===== config.mk =====
export PLATFORM = sky130hd
export DESIGN_NAME = stopwatch_ctrl_flat
export DESIGN_NICKNAME = d
export VERILOG_FILES = /design/src/rtl/stopwatch_ctrl_if.sv /design/src/rtl/stopwatch_ctrl.sv /design/src/flat_wrapper.sv
export SDC_FILE = /design/constraint.sdc
export NUM_CORES = 1
export LEC_CHECK = 0
export CORE_MARGIN = 2
export CORE_UTILIZATION = 45
export DETAILED_ROUTE_END_ITERATION = 8
export PLACE_DENSITY = 0.69
export SYNTH_ARGS = -nofsm -noshare
export SYNTH_HDL_FRONTEND = slang
export SYNTH_SLANG_ARGS = --single-unit

===== constraint.sdc =====
create_clock -name CLOCK -period 3.2 [get_ports CLOCK]
set_input_delay 0.96 -clock CLOCK [delete_from_list [all_inputs] [get_ports CLOCK]]
set_output_delay 0.96 -clock CLOCK [all_outputs]
set_load 0.02 [all_outputs]

===== src/rtl/stopwatch_ctrl_if.sv =====
// Board-side signal bundle for stopwatch_ctrl: buttons, target switch, display digits, LEDs, buzzer.
interface stopwatch_ctrl_if;
  logic       START_SW;
  logic       LAP_SW;
  logic [3:0] RSW;
  logic [3:0] OUT_1S;
  logic [3:0] OUT_10S;
  logic [3:0] OUT_M;
  logic [7:0] LED;
  logic       BZ;

  modport master (
    output START_SW, LAP_SW, RSW,
    input  OUT_1S, OUT_10S, OUT_M, LED, BZ
  );

  modport slave (
    input  START_SW, LAP_SW, RSW,
    output OUT_1S, OUT_10S, OUT_M, LED, BZ
  );
endinterface


===== src/rtl/stopwatch_ctrl.sv =====
// Count-up M:SS stopwatch with lap freeze, 9:59 saturation and target-minute buzzer.
// Optional button debouncing is enabled by defining DEBOUNCE_EN.
module stopwatch_ctrl #(
  parameter int DIV        = 1000,
  parameter int BZ_LEN     = 3000,
  parameter int DEB_CYCLES = 20
) (
  input logic             CLOCK,
  input logic             RESET,
  stopwatch_ctrl_if.slave sw
);

  localparam logic [2:0] IDLE  = 3'd0;
  localparam logic [2:0] RUN   = 3'd1;
  localparam logic [2:0] LAP   = 3'd2;
  localparam logic [2:0] PAUSE = 3'd3;
  localparam logic [2:0] FULL  = 3'd4;

  localparam int PW = (DIV > 1) ? $clog2(DIV) : 1;
  localparam int BW = (BZ_LEN > 1) ? $clog2(BZ_LEN) : 1;
  localparam logic [PW-1:0] PRE_MAX = PW'(DIV - 1);
  localparam logic [BW-1:0] BZ_LOAD = BW'(BZ_LEN - 1);

  logic [1:0] btn, sync1, sync2, lvl, lvl_q, pulse;
  logic       s_p, l_p;

  logic [2:0]    st, st_d;
  logic [3:0]    sec, ten, mins, sec_d, ten_d, mins_d;
  logic [3:0]    lap_sec, lap_ten, lap_min, lap_sec_d, lap_ten_d, lap_min_d;
  logic [PW-1:0] pre, pre_d;
  logic          bz, bz_d;
  logic [BW-1:0] bz_cnt, bz_cnt_d;
  logic          active, tick, at_max, consumed, rsw_ok;

  logic [3:0] out_1s, out_10s, out_m;
  logic [7:0] led;

  assign btn = {sw.LAP_SW, sw.START_SW};

  always_ff @(posedge CLOCK or posedge RESET) begin
    if (RESET) begin
      sync1 <= '0;
      sync2 <= '0;
      lvl_q <= '0;
    end else begin
      sync1 <= btn;
      sync2 <= sync1;
      lvl_q <= lvl;
    end
  end

`ifdef DEBOUNCE_EN
  localparam int DW = (DEB_CYCLES > 1) ? $clog2(DEB_CYCLES) : 1;
  localparam logic [DW-1:0] DEB_MAX = DW'(DEB_CYCLES - 1);

  logic [DW-1:0] deb_cnt [2];
  logic [1:0]    deb;

  // Level only follows the synchronizer after DEB_CYCLES consecutive disagreeing samples.
  always_ff @(posedge CLOCK or posedge RESET) begin
    if (RESET) begin
      deb <= '0;
      for (int unsigned i = 0; i < 2; i++) deb_cnt[i] <= '0;
    end else begin
      for (int unsigned i = 0; i < 2; i++) begin
        if (sync2[i] != deb[i]) begin
          if (deb_cnt[i] == DEB_MAX) begin
            deb[i]     <= sync2[i];
            deb_cnt[i] <= '0;
          end else begin
            deb_cnt[i] <= deb_cnt[i] + 1'b1;
          end
        end else begin
          deb_cnt[i] <= '0;
        end
      end
    end
  end

  assign lvl = deb;
`else
  assign lvl = sync2;
`endif

  assign pulse = lvl & ~lvl_q;
  assign s_p   = pulse[0];
  assign l_p   = pulse[1];

  always_comb begin
    st_d      = st;
    sec_d     = sec;
    ten_d     = ten;
    mins_d    = mins;
    lap_sec_d = lap_sec;
    lap_ten_d = lap_ten;
    lap_min_d = lap_min;
    pre_d     = pre;
    bz_d      = bz;
    bz_cnt_d  = bz_cnt;

    active   = (st == RUN) || (st == LAP);
    tick     = active && (pre == PRE_MAX);
    at_max   = (mins == 4'd9) && (ten == 4'd5) && (sec == 4'd9);
    consumed = bz && (s_p || l_p);
    rsw_ok   = (sw.RSW != 4'd0) && (sw.RSW <= 4'd9);

    if (active) pre_d = tick ? '0 : pre + 1'b1;

    if (bz) begin
      if (bz_cnt == '0) bz_d = 1'b0;
      else              bz_cnt_d = bz_cnt - 1'b1;
    end
    if (consumed) bz_d = 1'b0;

    if (tick) begin
      if (at_max) begin
        st_d = FULL;
      end else begin
        if (sec == 4'd9) begin
          sec_d = '0;
          if (ten == 4'd5) begin
            ten_d  = '0;
            mins_d = mins + 4'd1;
          end else begin
            ten_d = ten + 4'd1;
          end
        end else begin
          sec_d = sec + 4'd1;
        end
        if (rsw_ok && (mins_d == sw.RSW) && (ten_d == 4'd0) && (sec_d == 4'd0)) begin
          bz_d     = 1'b1;
          bz_cnt_d = BZ_LOAD;
        end
      end
    end

    // A pulse that silences the buzzer is swallowed; saturation at 9:59 beats any button.
    if (!consumed && !(tick && at_max)) begin
      case (st)
        IDLE:  if (s_p) st_d = RUN;
        RUN: begin
          if (s_p) begin
            st_d = PAUSE;
          end else if (l_p) begin
            st_d      = LAP;
            lap_sec_d = sec;
            lap_ten_d = ten;
            lap_min_d = mins;
          end
        end
        LAP: begin
          if (s_p)      st_d = PAUSE;
          else if (l_p) st_d = RUN;
        end
        PAUSE: begin
          if (s_p) begin
            st_d = RUN;
          end else if (l_p) begin
            st_d   = IDLE;
            sec_d  = '0;
            ten_d  = '0;
            mins_d = '0;
            pre_d  = '0;
            bz_d   = 1'b0;
          end
        end
        FULL: begin
          if (l_p) begin
            st_d   = IDLE;
            sec_d  = '0;
            ten_d  = '0;
            mins_d = '0;
            pre_d  = '0;
            bz_d   = 1'b0;
          end
        end
        default: st_d = IDLE;
      endcase
    end
  end

  always_ff @(posedge CLOCK or posedge RESET) begin
    if (RESET) begin
      st      <= IDLE;
      sec     <= '0;
      ten     <= '0;
      mins    <= '0;
      lap_sec <= '0;
      lap_ten <= '0;
      lap_min <= '0;
      pre     <= '0;
      bz      <= 1'b0;
      bz_cnt  <= '0;
      out_1s  <= '0;
      out_10s <= '0;
      out_m   <= '0;
      led     <= '0;
    end else begin
      st      <= st_d;
      sec     <= sec_d;
      ten     <= ten_d;
      mins    <= mins_d;
      lap_sec <= lap_sec_d;
      lap_ten <= lap_ten_d;
      lap_min <= lap_min_d;
      pre     <= pre_d;
      bz      <= bz_d;
      bz_cnt  <= bz_cnt_d;
      out_1s  <= (st_d == LAP) ? lap_sec_d : sec_d;
      out_10s <= (st_d == LAP) ? lap_ten_d : ten_d;
      out_m   <= (st_d == LAP) ? lap_min_d : mins_d;
      led     <= {3'b000, bz_d, st_d == FULL, st_d == PAUSE, st_d == LAP,
                  (st_d == RUN) || (st_d == LAP)};
    end
  end

  assign sw.OUT_1S  = out_1s;
  assign sw.OUT_10S = out_10s;
  assign sw.OUT_M   = out_m;
  assign sw.LED     = led;
  assign sw.BZ      = bz;

endmodule

===== src/flat_wrapper.sv =====
// flat-port wrapper written by rule: the top's interface ports become plain ports
module stopwatch_ctrl_flat 
#(
  parameter int DIV        = 1000,
  parameter int BZ_LEN     = 3000,
  parameter int DEB_CYCLES = 20
)
  (CLOCK, RESET, sw_START_SW, sw_LAP_SW, sw_RSW, sw_OUT_1S, sw_OUT_10S, sw_OUT_M, sw_LED, sw_BZ);
  stopwatch_ctrl_if sw_i ();
  input logic CLOCK;
  input logic RESET;
  input wire logic [$bits(sw_i.START_SW)-1:0] sw_START_SW;
  input wire logic [$bits(sw_i.LAP_SW)-1:0] sw_LAP_SW;
  input wire logic [$bits(sw_i.RSW)-1:0] sw_RSW;
  output wire logic [$bits(sw_i.OUT_1S)-1:0] sw_OUT_1S;
  output wire logic [$bits(sw_i.OUT_10S)-1:0] sw_OUT_10S;
  output wire logic [$bits(sw_i.OUT_M)-1:0] sw_OUT_M;
  output wire logic [$bits(sw_i.LED)-1:0] sw_LED;
  output wire logic [$bits(sw_i.BZ)-1:0] sw_BZ;
  assign sw_i.START_SW = sw_START_SW;
  assign sw_i.LAP_SW = sw_LAP_SW;
  assign sw_i.RSW = sw_RSW;
  assign sw_OUT_1S = sw_i.OUT_1S;
  assign sw_OUT_10S = sw_i.OUT_10S;
  assign sw_OUT_M = sw_i.OUT_M;
  assign sw_LED = sw_i.LED;
  assign sw_BZ = sw_i.BZ;
  stopwatch_ctrl #(.DIV(DIV), .BZ_LEN(BZ_LEN), .DEB_CYCLES(DEB_CYCLES)) u_core (.CLOCK(CLOCK), .RESET(RESET), .sw(sw_i));
endmodule

==> results of run 1 <==
cells in the final DEF (no fill, tap or decap), types with 10 or more instances in the layout:
cell,netlist,final
sky130_fd_sc_hd__xnor2_1,15,15
sky130_fd_sc_hd__nand2_1,29,29
sky130_fd_sc_hd__inv_1,11,10
sky130_fd_sc_hd__a21oi_1,13,13
sky130_fd_sc_hd__mux2_2,17,17
sky130_fd_sc_hd__nor2_1,35,35
sky130_fd_sc_hd__dfrtp_1,72,72
sky130_fd_sc_hd__clkdlybuf4s50_1,0,25
sky130_fd_sc_hd__o21ai_0,12,12
sky130_fd_sc_hd__nand3_1,14,14
per-stage QoR:
step / worst slack (ns) / total power, mW / hold WS [ns] / cell area, µm²
final: 0.533 / 2.22 / 0.369 / 4260
after global routing: 0.377 / 2.33 / 0.368 / 4260
after CTS: 0.496 / 2.25 / 0.365 / 4260
after detailed placement: 0.291 / 1.34 / 0.345 / 4010
after global placement: 0.393 / 1.33 / 0.338 / 4010
after floorplan: 0.415 / 1.25 / 0.331 / 3660
cell type report:
| cell class | count | share of cell area |
|---|---|---|
| clock buffer | 9 | 0.0290 |
| clock inverter | 7 | 0.0299 |
| inverter | 11 | 0.00968 |
| multi-input combinational | 258 | 0.400 |
| sequential | 72 | 0.423 |
| tap | 102 | 0.0299 |
| timing repair buffer | 35 | 0.0792 |
cells by family after synthesis:
group	count (synthesis)
and+or+nand+nor	155
adders and majority gates	5
other	1
xor gates and xnor gates	23
AOI/OAI and AO/OA	52
buffers and inverters	33
muxes	20
DFF	72
path summary, 6_finish.rpt:
kind	from	to	slack (ns)
max in group asynchronous	RESET	u_core.sec[3]	1.89
max reg2reg	u_core.sec[1]	u_core.sw.OUT_10S[1]	0.53
min	u_core.sync1[1]	u_core.lvl[1]	0.37
min in group asynchronous	RESET	u_core.lvl_q[0]	1.01
max	u_core.sec[1]	u_core.sw.OUT_10S[1]	0.53
min reg2reg	u_core.sync1[1]	u_core.lvl[1]	0.37
power breakdown:
| group | switching (mW) | total, mW | internal [mW] |
|---|---|---|---|
| clock network | 0.370 | 0.898 | 0.528 |
| logic | 0.162 | 0.298 | 0.136 |
| registers | 0.0562 | 1.02 | 0.967 |
| total | 0.588 | 2.22 | 1.63 |
per-layer routing:
layer	vias up	global-route usage
li1	1310	-
met3	9	0.0417
met4	0	0.0543
met5	-	0
met2	54	0.260
met1	1308	0.235
flip-flops by register name (all words and copies together) (netlist names):
| name | cells |
|---|---|
| u_core.sec | 4 |
| u_core.sw.OUT_1S | 4 |
| u_core.pre | 10 |
| u_core.lvl | 2 |
| u_core.lvl_q | 2 |
| u_core.bz_cnt | 12 |
| u_core.sw.OUT_10S | 4 |
| u_core.mins | 4 |
| u_core.sw.LED | 5 |
| u_core.ten | 4 |
| u_core.lap_min | 4 |
| u_core.sw.OUT_M | 4 |
| u_core.lap_sec | 4 |
| u_core.st | 3 |
| u_core.lap_ten | 4 |
| u_core.sync1 | 2 |
==> Flow_metrics.wiki, run 1 <==
{| class="wikitable"
! Metric !! Value
|-
| Clock skew after layout || a little over 0.007 ns
|-
| Number of vias per cell after detailed routing || 5.43
|-
| Data arrival time of the critical path || ~2.9 ns
|-
| Number of inserted filler cells in the final layout || roughly 700
|-
| Min-Delay Path Depth || 0
|-
| Pre-antenna DRT Iters || 4
|-
| Share of flip-flops with an asynchronous set or reset || 1.00
|-
| Core area || 0.00781 mm²
|-
| Antenna viol nets, final || 0
|-
| Cts bufs inserted || 9
|-
| Count of distinct cell types in the synthesized netlist || 57
|-
| Total via count in the routed design || around 2700
|-
| Top cells by instance count after synthesis || sky130_fd_sc_hd__dfrtp_1 (72), sky130_fd_sc_hd__nor2_1 (35), sky130_fd_sc_hd__nand2_1 (29)
|-
| Required time reported for the critical path endpoint || about 3.4 ns
|-
| CTS tree || built
|-
| Static power due to leakage || ~1.9 nW
|-
| Post-detailed-route wirelength per cell || 14.1 µm
|-
| H-tree depth || 3
|-
| Largest area contributor in the netlist || sky130_fd_sc_hd__dfrtp_1
|-
| Area used by multi-input combinational logic || around 0.0017 mm²
|-
| Sequential cell area || 0.00180 mm²
|-
| Sum of negative setup slack || 0 ns
|-
| Sum of met3 wire segment lengths after detailed routing || ~270 µm
|-
| DPL Wire Length || approximately 4.8 mm
|-
| Worst path cell trace || and4bb_2, and2_1, and4_1, a211oi_2, buf_4, mux2_2
|-
| Adder and majority gate portion of the synthesized area || 0.0171
|-
| Most common cell in the synthesized netlist || sky130_fd_sc_hd__dfrtp_1
|-
| Input/output buffers || 25
|-
| Multiplexer area fraction after synthesis || 0.0607
|-
| Area added between synthesis and finish || 16.8%
|-
| Count of yosys warnings during synthesis || 0
|-
| Maximum buffer depth of the clock tree || 2
|-
| All-Layer GR Usage || 0.169
|-
| Largest fanout of any net on the critical path || 10
|-
| Total of endpoints with negative setup slack in the final report || 0
|-
| Final min period || 2.67 ns
|-
| Peak ir drop on the vdd network || about 0.3 mV
|-
| Top layer used by detailed routing || met4
|-
| Core Util, Final || 0.546
|-
| Clock root buffer || sky130_fd_sc_hd__clkbuf_8
|-
| GR Overflow Total || 0
|-
| Clock transition at the registers of the reported paths || 0.08 ns
|-
| Antenna violations before repair || 0
|-
| Post-layout nets || 400
|-
| Largest net degree at the start of global routing || 73
|-
| Effective utilization at floorplan || 0.467
|-
| Cts hold-fix bufs || 0
|-
| Length of routed wiring on met1 || approximately 3.4 mm
|-
| Outcome || complete, no violations
|-
| Fraction of the yosys area taken by sequential cells || 0.494
|-
| Buffers inserted by post-CTS timing repair || 0
|-
| Non-filler cells in the finished layout || 494
|-
| Yosys top cell area share || 0.494
|-
| Power Dens Cells || 521 mW/mm²
|-
| Fin. Hold Viols || 0
|-
| Flops & latches, synth || 72
|-
| Top-level port count || 29
|-
| Clk Latency, worst-skew pair || between 0.3 and 0.4 ns
|-
| Kind of cell with the highest combined delay on the critical path || simple AND/OR/NAND/NOR gates
|-
| Dominant combinational cell family by area after synthesis || simple AND/OR/NAND/NOR gates
|-
| Capturing element type of the critical path || register
|-
| Worst R2R Path Depth || 6
|-
| Primary FF master, synth || sky130_fd_sc_hd__dfrtp_1
|-
| Number of cells upsized or downsized after cts || 0
|-
| Final Max Tran Viols || 0
|-
| Complex-gate fraction of the synthesized area || 0.0950
|-
| Synth Instances || 361
|-
| Routed met2 length || between 3 and 4 mm
|-
| Diode insertion count for antenna repair || 0
|-
| Worst max-slew margin expressed relative to the limit || 0.505
|-
| Critical Setup Path Class || register to register
|-
| Unrepaired setup endpoints after global routing || no
|-
| Total die area || slightly below 0.009 mm²
|-
| Detailed router's first-iteration violation count || 116
|-
| Critical path's largest stage delay || between 0.6 and 0.7 ns
|-
| Fraction of the mapped netlist area in simple logic gates || 0.234
|-
| Cell with the biggest individual delay on the critical path || sky130_fd_sc_hd__a211oi_2
|-
| Total buffers and inverters traversed by the critical path || 1
|-
| Residual DRC count || 0
|-
| Site row count || 32
|-
| Placer Congestion || 0.870
|-
| Number of cells in the design after placement || about 480
|-
| Summed instance area of the synthesized netlist || 0.00365 mm²
|-
| Part of the cycle the worst path needs || 0.833
|-
| Die H || roughly 94 µm
|-
| Hold Path Class || register to register
|-
| TritonCTS sink count || 72
|-
| Number of enable-type register cells in the synthesized netlist || 0
|-
| Post-synthesis share of cell area spent on xor and xnor gates || 0.0552
|-
| Cell types occupying the most area after synthesis || sky130_fd_sc_hd__dfrtp_1 (49%), sky130_fd_sc_hd__mux2_2 (5.2%), sky130_fd_sc_hd__nor2_1 (3.6%)
|-
| Highest Clock Rate || 0.375 GHz
|-
| First-pass GRT wire length || approximately 12 mm
|-
| Number of global-route vias before repair || 2500
|-
| Average instance area after synthesis || 10.1 µm²
|-
| Count of max-cap constraint violations || 0
|-
| Worst-margin pin slew || ~0.74 ns
|-
| Fraction of layout cells with a size suffix above 1 || 0.148
|-
| Routed wire length || between 6 and 7 mm
|-
| Die Wd || approximately 94 µm
|-
| Element type at the critical path start || register
|-
| Critical path depth || 6
|}
Note: power is estimated with default switching activity, not from simulation.
==> run 2: changes to the inputs <==
--- a/config.mk
+++ b/config.mk
@@ -8,7 +8,7 @@
 export CORE_MARGIN = 2
 export CORE_UTILIZATION = 45
 export DETAILED_ROUTE_END_ITERATION = 8
-export PLACE_DENSITY = 0.69
+export PLACE_DENSITY = 0.72
 export SYNTH_ARGS = -nofsm -noshare
 export SYNTH_HDL_FRONTEND = slang
 export SYNTH_SLANG_ARGS = --single-unit
==> constraint.sdc (replaced) <==
create_clock -name CLOCK -period 2.22 [get_ports CLOCK]
set_input_delay 0.666 -clock CLOCK [delete_from_list [all_inputs] [get_ports CLOCK]]
set_output_delay 0.666 -clock CLOCK [all_outputs]
set_load 0.02 [all_outputs]
==> Flow_metrics.wiki, run 2 (same netlist as run 1, synthesis figures left out) <==
{| class="wikitable"
! Metric !! Value
|-
| Outcome || finished with violations (was complete, no violations)
|-
| Violated checks || negative setup slack
|-
| Total buffers and inverters traversed by the critical path || 2 (was 1)
|-
| Number of global-route vias before repair || 2803 (was 2500)
|-
| Clock Power Share || 0.344 (was 0.405)
|-
| Clk Latency, worst-skew pair || 0.35 ns (about the same)
|-
| Placed Area || 0.00426 mm² (was 0.00401 mm²)
|-
| Area added between synthesis and finish || 28.5% (was 16.8%)
|-
| Pre-antenna DRT Iters || 5 (was 4)
|-
| Total via count in the routed design || 2881 (was 2681)
|-
| Highest Clock Rate || 0.447 GHz (was 0.375 GHz)
|-
| Largest net degree at the start of global routing || 73 (unchanged)
|-
| Number of inserted filler cells in the final layout || 656 (was 689)
|-
| CP most frequent cell || sky130_fd_sc_hd__mux2_4
|-
| Final Cell Area || 0.00469 mm² (was 0.00426 mm²)
|-
| Clock skew after layout || 0.00916 ns (was 0.00721 ns)
|-
| Sequential cell area || 0.00180 mm² (about the same)
|-
| Effective utilization at floorplan || 0.467 (unchanged)
|-
| Count of max-cap constraint violations || 0 (unchanged)
|-
| Worst Slack Setup Final || -0.0166 ns (was 0.533 ns)
|-
| Setup slack at placement || -0.265 ns (was 0.291 ns)
|-
| Detailed router's first-iteration violation count || 171 (was 116)
|-
| Final Max Tran Viols || 0 (unchanged)
|-
| Die Wd || 94.1 µm (unchanged)
|-
| Most flop-heavy register || u_core.bz_cnt (unchanged)
|-
| Fin. Hold Viols || 0 (unchanged)
|-
| Largest fanout of any net on the critical path || 5 (was 10)
|-
| Die H || 94.1 µm (unchanged)
|-
| Input/output buffers || 25 (unchanged)
|-
| H-tree depth || 3 (unchanged)
|-
| Static power due to leakage || 2.15 nW (was 1.88 nW)
|-
| Worst hold slack across all endpoints || 0.355 ns (was 0.369 ns)
|-
| Element type at the critical path start || register (unchanged)
|-
| Total die area || 0.00885 mm² (unchanged)
|-
| Top-level port count || 29 (unchanged)
|-
| Most common library cell in the layout ignoring fill and taps || sky130_fd_sc_hd__dfrtp_1 (unchanged)
|-
| Placer Congestion || 0.870 (about the same)
|-
| Antenna violations before repair || 0 (unchanged)
|-
| Critical Setup Path Class || register to register (unchanged)
|-
| Hold Path Class || register to register (unchanged)
|-
| Peak ir drop on the vdd network || 0.505 mV (was 0.300 mV)
|-
| Worst path cell trace || or3b_4, nor4_4, buf_6, buf_4, a31o_4, mux2_4, mux2_4 (was and4bb_2, and2_1, and4_1, a211oi_2, buf_4, mux2_2)
|-
| DPL Wire Length || 5.18 mm (was 4.75 mm)
|-
| Post-detailed-route wirelength per cell || 14.7 µm (was 14.1 µm)
|-
| Diode insertion count for antenna repair || 0 (unchanged)
|-
| Highest-count cells in the layout ignoring fill and taps || sky130_fd_sc_hd__dfrtp_1 (71), sky130_fd_sc_hd__buf_4 (45), sky130_fd_sc_hd__nor2_1 (34) (was sky130_fd_sc_hd__dfrtp_1 (72), sky130_fd_sc_hd__nor2_1 (35), sky130_fd_sc_hd__nand2_1 (29))
|-
| Cts bufs inserted || 9 (unchanged)
|-
| Required time reported for the critical path endpoint || 2.45 ns (was 3.44 ns)
|-
| Post-layout nets || 441 (was 400)
|-
| Final min period || 2.24 ns (was 2.67 ns)
|-
| Area used by multi-input combinational logic || 0.00185 mm² (was 0.00170 mm²)
|-
| Proportion of power drawn by combinational gates || 0.187 (was 0.134)
|-
| Proportion of total power due to net switching || 0.283 (was 0.265)
|-
| First-pass GRT wire length || 13.0 mm (was 11.7 mm)
|-
| Fraction of layout cells with a size suffix above 1 || 0.259 (was 0.148)
|-
| Kind of cell with the highest combined delay on the critical path || simple AND/OR/NAND/NOR gates (unchanged)
|-
| Sw Pwr || 0.879 mW (was 0.588 mW)
|-
| Site row count || 32 (unchanged)
|-
| Capturing element type of the critical path || register (unchanged)
|-
| All-Layer GR Usage || 0.189 (was 0.169)
|-
| Part of the cycle the worst path needs || 1.01 (was 0.833)
|-
| Cell with the biggest individual delay on the critical path || sky130_fd_sc_hd__or3b_4 (was sky130_fd_sc_hd__a211oi_2)
|-
| Largest register FFs || 12 (unchanged)
|-
| Unrepaired setup endpoints after global routing || yes (was no)
|-
| Clock root buffer || sky130_fd_sc_hd__clkbuf_8 (unchanged)
|-
| Cell internal pwr || 2.23 mW (was 1.63 mW)
|-
| GR Overflow Total || 0 (unchanged)
|-
| Antenna viol nets, final || 0 (unchanged)
|-
| TritonCTS sink count || 72 (unchanged)
|-
| Number of vias per cell after detailed routing || 5.39 (was 5.43)
|-
| Data arrival time of the critical path || 2.47 ns (was 2.90 ns)
|-
| Routed wire length || 7.88 mm (was 6.97 mm)
|-
| Clock transition at the registers of the reported paths || 0.08 ns (about the same)
|-
| Sequential share of power || 0.469 (was 0.461)
|-
| CTS tree || built (unchanged)
|-
| Residual DRC count || 0 (unchanged)
|-
| Critical path's largest stage delay || 0.41 ns (was 0.66 ns)
|-
| Total of endpoints with negative setup slack in the final report || 5 (was 0)
|-
| Sum of negative setup slack || -0.0473 ns (was 0 ns)
|-
| Power Dens Cells || 662 mW/mm² (was 521 mW/mm²)
|-
| Core area || 0.00781 mm² (unchanged)
|-
| Maximum buffer depth of the clock tree || 2 (unchanged)
|}
-- run 2: stage by stage --
step	power, mW	std cells	utilization
after floorplan	1.80	363	-
after global placement	1.98	509	0.545
after detailed placement	2.01	509	0.545
after CTS	3.10	527	0.579
after global routing	3.27	535	0.601
final	3.11	535	0.601
-- run 2: final cells by class --
cell class / count / share of cell area
well taps: 102 / 0.0272
repair buffers: 75 / 0.140
clock buffers: 10 / 0.0293
multi-input cells: 259 / 0.395
inverters: 11 / 0.00960
clock inverters: 6 / 0.0144
flip-flops and latches: 72 / 0.384
-- run 2: routing by layer --
layer | wire (µm) | up-vias | track usage
li1 | - | 1395 | -
met1 | 3730 | 1408 | 0.264
met2 | 3680 | 64 | 0.288
met3 | 317 | 14 | 0.0417
met4 | 146 | 0 | 0.0700
met5 | 0 | - | 0
-- run 2: timing repair --
| item | CTS | global route |
|---|---|---|
| resized for setup | 10 | 33 |
| hold buffers | 0 | 0 |
| pin swaps | 2 | 14 |
| setup endpoints to repair | 14 | 26 |
| setup buffers | 1 | 7 |
| cloned | 1 | 1 |
-- run 2: power groups by stage --
stage,Combinational (mW),Sequential (mW),Clock [mW]
detailed placement,0.533,1.47,0
floorplan,0.314,1.49,0
CTS,0.562,1.45,1.10
finish,0.581,1.46,1.07
global placement,0.514,1.47,0
global route,0.644,1.47,1.16
-- run 2: worst paths after layout --
kind / slack, ns / to / from / cells past startpoint
worst max-delay path: -0.02 / u_core.sw.OUT_M[0] / u_core.pre[3] / 7
worst min-delay path: 0.35 / u_core.lvl[1] / u_core.sync1[1] / 0
worst max register to register: -0.02 / u_core.sw.OUT_M[0] / u_core.pre[3] / 7
worst min register to register: 0.35 / u_core.lvl[1] / u_core.sync1[1] / 0
max in group asynchronous: 1.14 / u_core.st[2] / RESET / 3
min in group asynchronous: 0.76 / u_core.sw.LED[1] / RESET / 3
